--- src/rtl/mem_access_controller_pkg.sv ---
// Shared definitions for the data-memory access controller: opcodes, FSM
// state encoding, access-size decode and the bus request payload.
package mem_access_controller_pkg;

  localparam int unsigned DATA_W = 32;
  localparam int unsigned ADDR_W = 32;
  localparam int unsigned OP_W   = 6;
  localparam int unsigned BE_W   = 4;

  localparam logic [OP_W-1:0] OPCODE_LB  = 6'h20;
  localparam logic [OP_W-1:0] OPCODE_LH  = 6'h21;
  localparam logic [OP_W-1:0] OPCODE_LW  = 6'h23;
  localparam logic [OP_W-1:0] OPCODE_LBU = 6'h24;
  localparam logic [OP_W-1:0] OPCODE_LHU = 6'h25;
  localparam logic [OP_W-1:0] OPCODE_SB  = 6'h28;
  localparam logic [OP_W-1:0] OPCODE_SH  = 6'h29;
  localparam logic [OP_W-1:0] OPCODE_SW  = 6'h2B;

  typedef enum logic [1:0] {
    ST_IDLE   = 2'd0,
    ST_ACCESS = 2'd1,
    ST_DONE   = 2'd2
  } state_t;

  typedef enum logic [1:0] {
    SIZE_BYTE = 2'd0,
    SIZE_HALF = 2'd1,
    SIZE_WORD = 2'd2
  } mem_size_t;

  typedef struct packed {
    logic [ADDR_W-1:0] address;
    logic [BE_W-1:0]   byteenable;
    logic [DATA_W-1:0] writedata;
  } bus_req_t;

  // True for any of the eight load/store opcodes
  function automatic logic is_mem_op(input logic [OP_W-1:0] op);
    case (op)
      OPCODE_LB, OPCODE_LH, OPCODE_LW, OPCODE_LBU, OPCODE_LHU,
      OPCODE_SB, OPCODE_SH, OPCODE_SW: is_mem_op = 1'b1;
      default:                         is_mem_op = 1'b0;
    endcase
  endfunction

  function automatic logic is_store(input logic [OP_W-1:0] op);
    case (op)
      OPCODE_SB, OPCODE_SH, OPCODE_SW: is_store = 1'b1;
      default:                         is_store = 1'b0;
    endcase
  endfunction

  function automatic logic is_signed_load(input logic [OP_W-1:0] op);
    case (op)
      OPCODE_LB, OPCODE_LH: is_signed_load = 1'b1;
      default:              is_signed_load = 1'b0;
    endcase
  endfunction

  // Non-memory opcodes decode as WORD; they are filtered out before use
  function automatic mem_size_t op_size(input logic [OP_W-1:0] op);
    case (op)
      OPCODE_LB, OPCODE_LBU, OPCODE_SB: op_size = SIZE_BYTE;
      OPCODE_LH, OPCODE_LHU, OPCODE_SH: op_size = SIZE_HALF;
      default:                          op_size = SIZE_WORD;
    endcase
  endfunction

  function automatic logic addr_misaligned(input mem_size_t size, input logic [1:0] addr_lo);
    case (size)
      SIZE_HALF: addr_misaligned = addr_lo[0];
      SIZE_WORD: addr_misaligned = |addr_lo;
      default:   addr_misaligned = 1'b0;
    endcase
  endfunction

endpackage

--- src/rtl/mem_access_controller_load_extend.sv ---
// load_extend: selects the addressed byte/halfword lane of a bus read word and
// sign- or zero-extends it to 32 bits. Purely combinational.
//   size      access size (mem_size_t encoding)
//   is_signed 1 = sign-extend (LB/LH), 0 = zero-extend
//   addr_lo   byte offset within the word
//   readdata  raw bus read word
//   result_c  extended load value
module load_extend
  import mem_access_controller_pkg::*;
(
  input  logic [1:0]        size,
  input  logic              is_signed,
  input  logic [1:0]        addr_lo,
  input  logic [DATA_W-1:0] readdata,
  output logic [DATA_W-1:0] result_c
);

  logic [7:0]  lane_byte;
  logic [15:0] lane_half;

  // Little-endian lane select, then extension by size
  always_comb begin
    lane_byte = readdata[{addr_lo, 3'b000} +: 8];
    lane_half = addr_lo[1] ? readdata[31:16] : readdata[15:0];
    case (size)
      SIZE_BYTE: result_c = {{24{is_signed & lane_byte[7]}}, lane_byte};
      SIZE_HALF: result_c = {{16{is_signed & lane_half[15]}}, lane_half};
      default:   result_c = readdata;
    endcase
  end

endmodule

--- src/rtl/mem_access_controller.sv ---
// mem_access_controller: sequences one data-memory access per start strobe on
// a word-addressed, waitrequest-stalled bus and returns the extended load value.
//   clk, reset              clock, synchronous active-high reset
//   start, opcode, eff_addr request from execute (sampled in IDLE only)
//   store_data              rt value for stores
//   mem_*                   memory bus (address/read/write/byteenable/writedata
//                           out; waitrequest/readdata in)
//   busy                    core stall, accepted access through DONE
//   done                    one-cycle completion pulse
//   load_data               extended load result, held until next load completes
//   misaligned              one-cycle address-error pulse
module mem_access_controller
  import mem_access_controller_pkg::*;
(
  input  logic              clk,
  input  logic              reset,
  input  logic              start,
  input  logic [OP_W-1:0]   opcode,
  input  logic [ADDR_W-1:0] eff_addr,
  input  logic [DATA_W-1:0] store_data,
  input  logic              mem_waitrequest,
  input  logic [DATA_W-1:0] mem_readdata,
  output logic [ADDR_W-1:0] mem_address,
  output logic              mem_read,
  output logic              mem_write,
  output logic [BE_W-1:0]   mem_byteenable,
  output logic [DATA_W-1:0] mem_writedata,
  output logic              busy,
  output logic              done,
  output logic [DATA_W-1:0] load_data,
  output logic              misaligned
);

  state_t            state, state_next;
  logic [OP_W-1:0]   op_q;
  logic [1:0]        addr_lo_q;
  logic              accept_c;
  logic              misalign_c;
  logic              complete_c;
  mem_size_t         req_size_c;
  bus_req_t          req_c;
  mem_size_t         held_size_c;
  logic              held_signed_c;
  logic              held_store_c;
  logic [DATA_W-1:0] ext_data_c;

  // Bus request built from the incoming opcode/address; only used on accept
  always_comb begin
    req_size_c         = op_size(opcode);
    req_c.address      = {eff_addr[ADDR_W-1:2], 2'b00};
    req_c.byteenable   = 4'b1111;
    req_c.writedata    = store_data;
    case (req_size_c)
      SIZE_BYTE: begin
        req_c.byteenable = 4'b0001 << eff_addr[1:0];
        req_c.writedata  = {4{store_data[7:0]}};
      end
      SIZE_HALF: begin
        req_c.byteenable = eff_addr[1] ? 4'b1100 : 4'b0011;
        req_c.writedata  = {2{store_data[15:0]}};
      end
      default: ;
    endcase
  end

  // Next-state logic
  always_comb begin
    state_next = state;
    accept_c   = 1'b0;
    misalign_c = 1'b0;
    complete_c = 1'b0;
    case (state)
      ST_IDLE: begin
        if (start && is_mem_op(opcode)) begin
          if (addr_misaligned(req_size_c, eff_addr[1:0])) begin
            misalign_c = 1'b1;
          end else begin
            accept_c   = 1'b1;
            state_next = ST_ACCESS;
          end
        end
      end
      ST_ACCESS: begin
        if (!mem_waitrequest) begin
          complete_c = 1'b1;
          state_next = ST_DONE;
        end
      end
      ST_DONE:  state_next = ST_IDLE;
      default:  state_next = ST_IDLE;
    endcase
  end

  // State register
  always_ff @(posedge clk) begin
    if (reset) begin
      state <= ST_IDLE;
    end else begin
      state <= state_next;
    end
  end

  // Attributes of the in-flight access, from the latched opcode
  always_comb begin
    held_size_c   = op_size(op_q);
    held_signed_c = is_signed_load(op_q);
    held_store_c  = is_store(op_q);
  end

  load_extend u_load_extend (
    .size      (held_size_c),
    .is_signed (held_signed_c),
    .addr_lo   (addr_lo_q),
    .readdata  (mem_readdata),
    .result_c  (ext_data_c)
  );

  // Registered bus and status outputs; bus fields stay put through wait states
  always_ff @(posedge clk) begin
    if (reset) begin
      op_q           <= '0;
      addr_lo_q      <= '0;
      mem_address    <= '0;
      mem_read       <= 1'b0;
      mem_write      <= 1'b0;
      mem_byteenable <= '0;
      mem_writedata  <= '0;
      busy           <= 1'b0;
      done           <= 1'b0;
      load_data      <= '0;
      misaligned     <= 1'b0;
    end else begin
      misaligned <= misalign_c;
      done       <= complete_c;
      if (accept_c) begin
        op_q           <= opcode;
        addr_lo_q      <= eff_addr[1:0];
        mem_address    <= req_c.address;
        mem_byteenable <= req_c.byteenable;
        mem_writedata  <= req_c.writedata;
        mem_read       <= ~is_store(opcode);
        mem_write      <= is_store(opcode);
        busy           <= 1'b1;
      end
      if (complete_c) begin
        mem_read  <= 1'b0;
        mem_write <= 1'b0;
        if (!held_store_c) begin
          load_data <= ext_data_c;
        end
      end
      if (state == ST_DONE) begin
        busy <= 1'b0;
      end
    end
  end

endmodule
--- config.mk ---
export PLATFORM = sky130hd
export DESIGN_NAME = mem_access_controller
export DESIGN_NICKNAME = d
export VERILOG_FILES = /design/src/rtl/mem_access_controller_pkg.sv /design/src/rtl/mem_access_controller_load_extend.sv /design/src/rtl/mem_access_controller.sv
export SDC_FILE = /design/constraint.sdc
export NUM_CORES = 1
export LEC_CHECK = 0
export BUFFER_PORTS_ARGS = -buffer_cell sky130_fd_sc_hd__buf_2
export CORE_MARGIN = 10
export CORE_UTILIZATION = 25
export CTS_BUF_LIST = sky130_fd_sc_hd__clkbuf_4
export CTS_CLUSTER_DIAMETER = 40
export CTS_CLUSTER_SIZE = 8
export DETAILED_ROUTE_END_ITERATION = 10
export GPL_TIMING_DRIVEN = 1
export PLACE_DENSITY = 0.48
export SETUP_SLACK_MARGIN = 0.1
export SLEW_MARGIN = 20
export SYNTH_ARGS = -nofsm -noshare
export SYNTH_HDL_FRONTEND = slang
export SYNTH_HIERARCHICAL = 1
export SYNTH_SLANG_ARGS = --single-unit
--- constraint.sdc ---
create_clock -name clk -period 2.4 [get_ports clk]
set_input_delay 0.24 -clock clk [delete_from_list [all_inputs] [get_ports clk]]
set_output_delay 0.24 -clock clk [all_outputs]
set_load 0.02 [all_outputs]
==> Word-level counts from Yosys, hierarchy flattened <==
Cells that the tools add are included.
{ "totals": {"mem_bits_rw": 0, "input_bits": 106, "rom_bits": 0, "ff_bits": 113, "out_inout_bits": 105, "mem_count": 0, "word_cells": 87, "latchBits": 0} }
{ "op_classes": {"reduce_logical": 18, "n_shift": 2, "eq_ne": 23, "add_sub_neg": 0, "order_cmp": 0, "bitwise": 6, "mul": 0, "n_mux": 26, "n_div": 0} }
{ "ops": {"columns": ["op", "count"], "rows": [
  ["$eq 6x6->1 const B", 15],
  ["$pmux 36 s2", 1],
  ["$pmux 32 s2", 1],
  ["$shiftx 32x6->8", 1],
  ["$reduce_or 3->1", 7],
  ["$mux 16", 1],
  ["$mux 1", 15],
  ["$pmux 2 s2", 3],
  ["$reduce_or 2->1", 4],
  ["$reduce_or 8->1", 1],
  ["$eq 2x1->1 const B", 3],
  ["$logic_not 2->1", 3],
  ["$mux 2", 3],
  ["$ne 2x2->1 const B", 3],
  ["$eq 2x2->1 const B", 2],
  ["$mux 4", 1],
  ["$not 1->1", 4],
  ["$shl 1x2->4 const A", 1],
  ["$reduce_and 3->1", 1],
  ["$and 1x1->1", 2],
  ["$pmux 1 s2", 1],
  ["$reduce_and 2->1", 1],
  ["$logic_and 1x1->1", 1]
]} }

==> Logic depth before layout (Yosys ltp) <==
{ "logic_depth": {"ltp_word": 13, "depth_mapped": 10, "mapped_depth_nobuf": 8} }

==> Modules after synthesis <==
The synthesis kept the hierarchy.
{ "by_module_without_submodules": {"columns": ["module", "n_inst", "area_per_inst_um2", "cells_each", "seq_area_each_um2"], "rows": [
  ["mem_access_controller", 1, 4893.4, 511, 2262.2],
  ["load_extend", 1, 705.7, 123, 0.0]
]} }

==> Least setup slack after synthesis <==
OpenSTA, ideal clock, no wires.
{ "synth_path": {"path_type": "flip-flop to flip-flop", "from": "register op_q[5]", "to": "register load_data[16]", "setup_ns": 0.128, "path_stages_with_launch": 10, "required_time_ns": 2.272, "setup_slack_ns": 0.619, "t_arrival_ns": 1.653, "synth_period_minus_slack_ns": 1.781, "n_path_buf": 2, "cell_sequence": "dfxtp_1 nor3b_1 and3_1 buf_4 a31oi_1 nand2_2 buf_2 nand2_1 mux2i_1 nor2_1"} }
{ "synth_via": {"elab_chain_cells": 5, "word_cells_on_any_way": 21, "cone_classes": "eq/ne: 8; mux: 4; bitwise: 3; reduce/logical: 6"} }
{ "synth_lines": {"columns": ["item", "line", "rtl"], "rows": [
  ["start, declared", "mem_access_controller.sv:35", "logic [OP_W-1:0] op_q;"],
  ["start signal, assigned", "mem_access_controller.sv:136", "op_q <= opcode;"],
  ["$eq 6x6->1", "mem_access_controller_pkg.sv:62", "case (op)"],
  ["$reduce_or 3->1", "mem_access_controller_pkg.sv:62", null],
  ["$pmux 2 s2 *", "mem_access_controller_pkg.sv:62", null],
  ["named net held_size_c[0]", "mem_access_controller.sv:42", "mem_size_t held_size_c;"],
  ["$eq 2x1->1 / $logic_not 2->1 (equally long branches)", "mem_access_controller_load_extend.sv:25", "case (size)"],
  ["$pmux 32 s2 *", "mem_access_controller_load_extend.sv:25", null],
  ["named net ext_data_c[16]", "mem_access_controller.sv:45", "logic [DATA_W-1:0] ext_data_c;"],
  ["end signal, assigned", "mem_access_controller.sv:149", "load_data <= ext_data_c;"],
  ["end, declared", "mem_access_controller.sv:30", "output logic [DATA_W-1:0] load_data,"]
]} }
Mark *: on every way through the listed nets, which the timed path passes. The rest lies on a longest branch.
A chain may end at the register's enable or synchronous reset.

==> Worst setup path after layout <==
{ "layout_path": {"from": "input port opcode[0]", "to": "register mem_writedata[8]"} }
{ "layout_via": {"elab_chain_cells": 10, "word_cells_on_any_way": 25, "cone_classes": "eq/ne: 10; mux: 10; reduce/logical: 5"} }
{ "layout_lines": {"columns": ["item", "line", "rtl"], "rows": [
  ["start, declared", "mem_access_controller.sv:18", "input logic [OP_W-1:0] opcode,"],
  ["$eq 6x6->1", "mem_access_controller_pkg.sv:39, mem_access_controller_pkg.sv:62", null],
  ["$reduce_or 3->1", "mem_access_controller_pkg.sv:62", null],
  ["$pmux 2 s2", "mem_access_controller_pkg.sv:62", null],
  ["$eq 2x2->1 / $eq 2x1->1 (equally long branches)", "mem_access_controller_pkg.sv:70, mem_access_controller.sv:53", null],
  ["$pmux 1 s2", "mem_access_controller_pkg.sv:70", "case (size)"],
  ["$mux 1", "mem_access_controller.sv:74", "if (start && is_mem_op(opcode)) begin"],
  ["$mux 1", "mem_access_controller.sv:72", "case (state)"],
  ["$mux 1", "mem_access_controller.sv:75", "if (addr_misaligned(req_size_c, eff_addr[1:0])) begin"],
  ["$mux 1", "mem_access_controller.sv:74", null],
  ["$mux 1", "mem_access_controller.sv:72", null],
  ["end signal, assigned", "mem_access_controller.sv:140", "mem_writedata <= req_c.writedata;"],
  ["end, declared", "mem_access_controller.sv:27", "output logic [DATA_W-1:0] mem_writedata,"]
]} }
Several ways; a longest one is shown, not always the timed one. The select of a mux whose other input is x is not followed.

==> impl_metrics.tcl <==
set metrics [dict create \
    status "finished, final reports clean" \
    finalWeightedCongestion 0.7677 \
    row_count 54 \
    endpoint_kind "flop" \
    synthAdderAreaFrac 0 \
    path_max_fanout 9 \
    area.sequential_um2 2262 \
    slew_headroom 0.3593 \
    vdd_drop_max_mv 0.2430 \
    crit_family "buffers and inverters" \
    drt_iter0_drc 407 \
    htree_num_levels 4 \
    initial_core_util 0.2550 \
    finalClockSkew_ns 0.02117 \
    area_delta_synth_final_pct 42.37 \
    cp.buffers_inverters 3 \
    cts_buffer_depth 2 \
    synth-simple-area-share 0.1696 \
    grt_pass1_vias 5977 \
    power_switching_uw 1271 \
    postCtsSetupRepairBufs 0 \
    grt_antenna_before_repair 3 \
    layout.nets 994 \
    root_buffer "clkbuf_4" \
    postRouteAntennaNets 0 \
    final-hold-violation-count 0 \
    drtPass1Iterations 6 \
    synth_cell_types 54 \
    async_flop_share 0 \
    postSynthCellCount 634 \
    yosysSeqAreaShare 0.4040 \
    hp-class "input pin to flop" \
    ys_warn_count 6 \
    drive_gt1_frac 0.3274 \
    synth_area_per_cell_um2 8.831 \
    combinationalPowerShare 0.164 \
    nFillCells 2285 \
    start_kind "input pin" \
    grt_pass1_wl_um 33820 \
    yosys.area.top_type "dfxtp_1" \
    drt-vias-per-instance 4.994 \
    rsz0062_at_grt "no" \
    synth-main-ff-cell "dfxtp_1" \
    synth.mux.area_fraction 0.1218 \
    p_clk_frac 0.368 \
    clk_pin_slew_ns 0.12 \
    clock-sinks 113 \
    wl_per_cell_um 18.33 \
    setup_viol 0 \
    tightest_slew_ns 0.9610 \
    power.leakage_uw 0.003502 \
    drv_cap 0 \
    crit_path_cell_trace "dlygate4sd3_1, buf_2, or2_1, or3_1, mux2i_1, dlygate4sd3_1, o21ai_1" \
    ys_ff_latch 113 \
    timing.final.crit_share 0.9289 \
    drt_drc_violations_left 0 \
    worstPathArrival_ns 2.67 \
    synth_edf_count 0 \
    synth_top_cell_area_share 0.4040 \
    final_max_slew_viol_count 0 \
    dieArea_um2 28780 \
    power_density_nw_per_um2 512.8 \
    grt_usage 0.1466 \
    slowest_stage "dlygate4sd3_1" \
    timing.hold.ws_ns 0.04906 \
    vias 5913 \
    synth-compound-area-share 0.2360 \
    tns_ns 0 \
    totalWireLength_um 21700 \
    dieWidth_um 169.7 \
    syn_area_um2 5599 \
    slowest_delay_ns 0.58 \
    p_int_uw 2817 \
    period_minus_slack_ns 2.229 \
    synth_top_family_by_area "compound AO/OA/AOI/OAI gates" \
    clock_latency_ns 0.55 \
    num_io_pins 211 \
    synth_area_leaders "dfxtp_1 (40%), mux2i_1 (10%), o31ai_1 (5.8%)" \
    cts-buffers-inserted 17 \
    synth-xor-area-share 0 \
    crit_required_ns 2.84 \
    io_buffers 208 \
    hpwl_um 14870 \
    core_area_um2 21960 \
    swShare 0.3109 \
    grt_overflow_total 0 \
    grt_start_max_net_pins 83 \
    cts_tree "done" \
    multiInputGateArea_um2 2980 \
    clock.fmax_mhz 448.6 \
    cp_common_cell "dlygate4sd3_1" \
    crit_type "input pin to flop" \
    power.share.sequential 0.468 \
    die_h_um 169.7 \
]
==> worst reg2reg max path, delay by kind of cell, from the launching register on <==
family | cells | cell delay (ns)
AND/OR/NAND/NOR | 5 | 1.04
multiplexers | 1 | 0.14
flip-flops | 1 | 0.36
AO/OA/AOI/OAI | 2 | 0.33
==> through the flow <==
stage               std cells  setup slack (ns)  area (um2)  power (uW)    util
finish                   1184            0.1707        7971        4088  0.3630
global route             1183            0.1208        7969        4281  0.3629
CTS                      1181            0.2457        7963        4133  0.3626
detailed placement       1071            0.2785        6893        2516  0.3139
global placement         1071            0.2984        6893        2522  0.3139
floorplan                 635            0.6190        5603        2273       -
==> final cells by class <==
cell class	instances	share of cell area
diodes	3	0.0009418
clock buffers	17	0.01601
clock inverters	15	0.02025
inverters	6	0.002825
multi-input cells	444	0.3739
flip-flops and latches	113	0.2838
well taps	280	0.04395
repair buffers	306	0.2584
==> cells in the final DEF (no fill, tap or decap), drive strengths merged, types with 3 or more instances in the layout <==
cell | synthesis | layout
nor2 | 42 | 42
a311oi | 3 | 3
a22oi | 5 | 5
a31oi | 5 | 5
a2bb2oi | 3 | 3
o31ai | 43 | 43
nand3 | 3 | 3
clkinv | 0 | 7
clkbuf | 39 | 17
clkinvlp | 0 | 4
inv | 6 | 8
dlygate4sd3 | 0 | 78
o21ai | 32 | 32
o22a | 3 | 3
a221o | 8 | 8
mux2 | 9 | 9
nand4 | 45 | 45
and2 | 3 | 3
buf | 33 | 228
dfxtp | 113 | 113
nor2b | 5 | 5
a21oi | 50 | 50
a21o | 5 | 5
diode | 0 | 3
nand2b | 10 | 10
nand2 | 61 | 61
o311ai | 25 | 25
mux2i | 58 | 58
==> worst paths after layout <==
| path | from | endpoint | slack, ns | depth (start not counted) |
|---|---|---|---|---|
| worst max-delay path | opcode[0] | mem_writedata[8] | 0.17 | 7 |
| worst min-delay path | mem_readdata[6] | load_data[6] | 0.05 | 5 |
| worst max register to register | op_q[5] | load_data[1] | 0.39 | 8 |
| worst min register to register | mem_write | mem_write | 0.46 | 2 |
==> flip-flops by register name (all words and copies together) (netlist names) <==
signal,flops
mem_byteenable,4
busy,1
mem_writedata,32
done,1
addr_lo_q,2
mem_write,1
state,2
op_q,6
mem_address,30
mem_read,1
load_data,32
misaligned,1
==> synthesized netlist by cell type (all sizes together), types with 3 or more instances <==
library cell  instances
o311ai               25
a2bb2oi               3
a22oi                 5
nand2b               10
o22a                  3
a21o                  5
nand2                61
clkbuf               39
mux2i                58
buf                  33
a31oi                 5
mux2                  9
a311oi                3
nand3                 3
o31ai                43
nor2                 42
nand4                45
inv                   6
o21ai                32
dfxtp               113
and2                  3
a21oi                50
nor2b                 5
a221o                 8
==> metal layers <==
metal	vias to the layer above	global-route usage	wire length (um)
li1	2879	-	-
met1	2795	0.1899	9931
met2	211	0.2185	9369
met3	26	0.06187	2098
met4	2	0.03853	290
met5	-	0	13
==> logic make-up after synthesis <==
family                 Yosys count
multiplexers                    67
AND/OR/NAND/NOR                185
other                            1
flip-flops                     113
buffers and inverters           78
AO/OA/AOI/OAI                  190
==> what timing repair did <==
item,4_1_cts,5_1_grt
hold buffers,78,0
hold endpoints to repair,67,0
resized for setup,0,1
setup endpoints to repair,0,19
==> power by group through the flow <==
stage | Sequential (uW) | Combinational, uW | Clock [uW]
floorplan | 1980 | 293 | 0
global placement | 1950 | 567 | 0
detailed placement | 1950 | 562 | 0
CTS | 1910 | 666 | 1550
global route | 1920 | 724 | 1640
finish | 1910 | 669 | 1510
Power figures use the tool's default switching activity.
